### src/rtl/seq_decoder_scan.sv
// seq_decoder_scan: registered one-hot decoder with direct-decode and auto-scan modes
module seq_decoder_scan #(
    parameter int SEL_W      = 4,
    parameter int DWELL      = 4,
    parameter int ACTIVE_LOW = 0
) (
    input  logic                  clk,
    input  logic                  rst_n,
    input  logic                  en,
    input  logic                  mode,
    input  logic                  load,
    input  logic [SEL_W-1:0]      sel,
    output logic [2**SEL_W-1:0]   dout,
    output logic [SEL_W-1:0]      idx,
    output logic                  wrap
);
    localparam int N  = 2**SEL_W;
    localparam int CW = DWELL > 1 ? $clog2(DWELL) : 1;
    localparam logic [CW-1:0] LAST = CW'(DWELL - 1);
    localparam logic [N-1:0]  OFF  = ACTIVE_LOW != 0 ? {N{1'b1}} : {N{1'b0}};
    typedef enum logic [1:0] {IDLE, DIRECT, SCAN} state_t;
    state_t            state_q, state_d;
    logic [SEL_W-1:0]  idx_q, idx_d;
    logic [CW-1:0]     cnt_q, cnt_d;
    logic [N-1:0]      dout_q, dout_d;
    logic              wrap_q, wrap_d, in_scan, adv;
    always_comb begin
        state_d = !en ? IDLE : (mode ? SCAN : DIRECT);
        // scan counting only continues while staying in SCAN; entry restarts the dwell
        in_scan = state_d == SCAN && state_q == SCAN && !load;
        adv     = in_scan && cnt_q == LAST;
        idx_d   = (state_d != IDLE && load) ? sel : (adv ? idx_q + 1'b1 : idx_q);
        cnt_d   = (in_scan && !adv) ? cnt_q + 1'b1 : '0;
        wrap_d  = adv && &idx_q;
        dout_d  = state_d == IDLE ? OFF : ((N'(1) << idx_d) ^ OFF);
    end
    always_ff @(posedge clk or negedge rst_n) begin
        if (!rst_n) begin
            state_q <= IDLE;
            idx_q   <= '0;
            cnt_q   <= '0;
            wrap_q  <= 1'b0;
            dout_q  <= OFF;
        end else begin
            state_q <= state_d;
            idx_q   <= idx_d;
            cnt_q   <= cnt_d;
            wrap_q  <= wrap_d;
            dout_q  <= dout_d;
        end
    end
    assign dout = dout_q;
    assign idx  = idx_q;
    assign wrap = wrap_q;
endmodule

### config.mk
export PLATFORM = sky130hd
export DESIGN_NAME = seq_decoder_scan
export DESIGN_NICKNAME = d
export VERILOG_FILES = /design/src/rtl/seq_decoder_scan.sv
export SDC_FILE = /design/constraint.sdc
export NUM_CORES = 1
export LEC_CHECK = 0
export ABC_AREA = 1
export BUFFER_PORTS_ARGS = -buffer_cell sky130_fd_sc_hd__clkbuf_2
export CAP_MARGIN = 25
export CORE_MARGIN = 2
export CORE_UTILIZATION = 38
export CTS_CLUSTER_DIAMETER = 100
export DETAILED_ROUTE_END_ITERATION = 10
export HOLD_SLACK_MARGIN = 0.15
export PLACE_DENSITY_LB_ADDON = 0.25
export SLEW_MARGIN = 20
export SYNTH_ARGS = -nofsm -noshare
export SYNTH_HDL_FRONTEND = slang
export SYNTH_SLANG_ARGS = --single-unit
### constraint.sdc
create_clock -name clk -period 1.5 [get_ports clk]
set_input_delay 0.3 -clock clk [delete_from_list [all_inputs] [get_ports clk]]
set_output_delay 0.3 -clock clk [all_outputs]
set_load 0.05 [all_outputs]
# After elaboration in Yosys (flattened, before gate mapping)
# Cells that the tools add are included.
[word_totals]
input_bits = 9
register_bits = 25
[op_classes]
eq_ne = 3
reduce_logical = 11
n_addsub = 2
shift = 1
n_mux = 6
[op_table]
columns = ["cell", "count"]
rows = [
  ["$mux W16", 1],
  ["$shl A1 B4 Y16 const A", 1],
  ["$mux W4", 2],
  ["$eq A2 B2 Y1 const B", 3],
  ["$logic_and A1 B1 Y1", 6],
  ["$mux W2", 3],
  ["$add A4 B1 Y4 const B", 1],
  ["$reduce_and A4 Y1", 1],
  ["$add A2 B1 Y2 const B", 1],
  ["$logic_not A1 Y1", 2],
  ["$logic_not A2 Y1", 1],
  ["$reduce_bool A2 Y1", 1],
]

# Longest topological paths before layout
[depth]
depth_word = 10
ltp_mapped = 10
depth_no_buf = 10

# Worst setup path before layout
# OpenSTA, ideal clock, no wires.
[synth_timing]
path_type = "reg-to-reg"
start = "register idx_q[0], in the netlist idx[0]"
end = "register dout_q[12], in the netlist dout[12]"
t_required_ns = 1.426
setup_ns = 0.074
slack_ns = -0.118
path_stages_with_launch = 11
synth_period_minus_slack_ns = 1.618
t_arrival_ns = 1.544
path_cell_list = "dfrtp_1 ha_1 inv_1 nand2_1 nand2_1 nand3_1 nand2_1 nand2_1 nand2_1 nand3_1 nor2_1"
[synth_between]
elab_chain_len = 5
[synth_lines]
columns = ["item", "line_no", "rtl"]
rows = [
  ["start: declaration", "23", "logic [SEL_W-1:0] idx_q, idx_d;"],
  ["start signal: assignment", "46", "idx_q <= idx_d;"],
  ["$add A4 B1 Y4", "32", "idx_d = (state_d != IDLE && load) ? sel : (adv ? idx_q + 1'b1 : idx_q);"],
  ["$mux W4 (2 in series)", "32", ""],
  ["via idx_d[2]", "23", ""],
  ["$shl A1 B4 Y16", "35", "dout_d = state_d == IDLE ? OFF : ((N'(1) << idx_d) ^ OFF);"],
  ["$mux W16", "35", ""],
  ["via dout_d[12]", "25", "logic [N-1:0] dout_q, dout_d;"],
  ["end signal: assignment", "49", "dout_q <= dout_d;"],
  ["end: declaration", "25", ""],
]
# The timed path passes the listed nets, and every way through them passes these cells.

# Worst setup path after layout
[layout_timing]
start = "register idx_q[0], in the netlist idx[0]"
end = "output idx[0]"
[layout_lines]
columns = ["item", "line_no", "rtl"]
rows = [
  ["end: declaration", "14", "output logic [SEL_W-1:0] idx,"],
]
# No word-level cell between the ends.

==> impl_metrics.tcl <==
set metrics [dict create \
    nNetsFinal 173 \
    grt_overflow 0 \
    relSlewSlack_pct 59.7 \
    finalHoldViolations 0 \
    grt_max_degree 26 \
    cts_num_sinks 25 \
    clk_pin_slew_ps 130 \
    holdCritPathClass "in2reg" \
    num_rows 19 \
    coreArea_um2 2780 \
    drc 0 \
    area_growth_pct 26.9 \
    via_per_inst 4.73 \
    grt_pass1_wl_mm 3.72 \
    die_h_um 58.2 \
    syn_avg_cell_area_um2 9.00 \
    dr.first_iter.drc_count 28 \
    fp.dieW_um 58.2 \
    syn_inst 124 \
    drt-pass1-iter-count 4 \
    layout_common_cells "clkbuf_2, dfrtp_1, nand2_1" \
    n_antenna_cell 0 \
    insertion_delay_ps 310 \
    syn_nets 135 \
    p_leak_nw 0.751 \
    peakVddDrop_mv 0.600 \
    synth_top_area_share_pct 56.1 \
    initial_core_util_pct 40.1 \
    ys_top_cells_by_area "dfrtp_1, nand3_1, nand2_1" \
    final_common_cell "clkbuf_2" \
    totalWireLength_mm 2.29 \
    drive_gt1_share_pct 41.0 \
    wl_per_cell_um 11.9 \
    ctsHtreeMaxLevel 1 \
    post-route-util_pct 50.9 \
    worst_setup_path_end_kind "output pin" \
    ioPinCount 30 \
    die_area_um2 3390 \
    numCtsBuffers 3 \
    multi_input_area_um2 470 \
    io_buffers 29 \
    clockRootBuffer "clkbuf_4" \
    clk_path_buf_depth 2 \
    status "finished, final reports clean" \
    antenna_found_initial 0 \
    fillers 283 \
    period_share_pct 95.1 \
    seq_area_um2 628 \
    yosysTopAreaCell "dfrtp_1" \
    crit_required_ps 1200 \
    syn_area_um2 1120 \
    tns_ps 0 \
    skew_ps 6.16 \
    track_usage_pct 14.6 \
    fmax_mhz 701 \
    vias 908 \
    ys_types 15 \
    grt_pass1_vias 838 \
    post-dp-hpwl_mm 1.80 \
    setup_viol 0 \
    ys_warn_count 0 \
    critPathKind "reg2out" \
    ys_seq_elements 25 \
    detail-route-antenna-nets 0 \
    cp_max_fo 6 \
    worst_slew_pin_slew_ps 605 \
    cts_tree "yes" \
    synth-seq-area-share_pct 56.1 \
    maxCapViolations 0 \
    start_kind "flip-flop" \
    power_density_nw_per_um2 968 \
    gp_congestion 0.765 \
    whs_ps 161 \
    grt_setup_unrepaired "false" \
    final_max_slew_viol_count 0 \
    crit_arrival_ps 1130 \
    min_period_ps 1430 \
]
synthesized netlist by cell type (all sizes together):
library cell   n
ha             2
nand2         28
inv           15
nor4           1
nand4          5
clkbuf         2
nand3         20
dfrtp         25
or2            4
nor2          22
where the power goes:
group          internal (mW)  switching (mW)  total, mW
clock network          0.102           0.195      0.297
logic                 0.0972           0.252      0.349
registers              0.704          0.0210      0.725
total                  0.903           0.468       1.37
worst max-delay path: stages (launching register included):
cell      delay [ps]
dfrtp_2          430
buf_4            160
clkbuf_2         230
cell families (layout without fill, tap and decap cells):
group         after synthesis  after routing  synth area share (%)
buf+inv                    17             54                  6.95
flops                      25             25                  56.1
simple gates               80             80                  34.8
fa+ha+maj                   2              2                  2.24
metrics by stage:
| stage | instances | worst slack (ps) | cell area [um2] | power, mW |
|---|---|---|---|---|
| after floorplan | 124 | 8.32 | 1120 | 0.962 |
| after global placement | 186 | 26.4 | 1310 | 1.06 |
| after detailed placement | 186 | -31.2 | 1310 | 1.06 |
| after CTS | 191 | 29.0 | 1360 | 1.37 |
| after global routing | 192 | 3.33 | 1420 | 1.46 |
| final | 192 | 72.8 | 1420 | 1.37 |
path summary, 6_finish.rpt:
| kind | end | slack (ps) | depth (start not counted) | from |
|---|---|---|---|---|
| min | state_q[0]$_DFF_PN0_ | 160 | 2 | mode |
| min in group asynchronous | dout[9]$_DFF_PN0_ | 510 | 2 | rst_n |
| max | idx[0] | 70 | 2 | idx[0]$_DFF_PN0_ |
| min reg2reg | cnt_q[0]$_DFF_PN0_ | 500 | 1 | cnt_q[0]$_DFF_PN0_ |
| max reg2reg | dout[14]$_DFF_PN0_ | 70 | 7 | idx[1]$_DFF_PN0_ |
| max in group asynchronous | idx[0]$_DFF_PN0_ | 570 | 2 | rst_n |
sequential cells by signal, indices dropped and copies added, names as in the netlist:
| signal | count |
|---|---|
| cnt_q | 2 |
| state_q | 2 |
| wrap | 1 |
| dout | 16 |
| idx | 4 |
layer usage:
layer  vias up  global-route usage (%)  routed length, um
met5         -                       0                  0
met4         0                    3.99                 19
li1        465                       -                  -
met1       415                    19.6               1030
met3         2                    2.68                105
met2        26                    24.4               1130
area by class of cell:
cell class                      instances  area share, %
Clock buffer                            3           1.59
Inverter                               15           3.98
Timing Repair Buffer                   35           13.6
Sequential cell                        25           44.3
Tap cell                               31           2.74
Multi-Input combinational cell         82           33.2
Clock inverter                          1          0.530
repair_timing:
item                       in CTS  in global routing
hold buffers                    1                  0
setup endpoints to repair       8                 15
setup buffers                   0                  1
gates resized for setup         2                 13
pin swaps                       0                  6
hold endpoints to repair       25                  0
(Power assumes the default switching activity.)
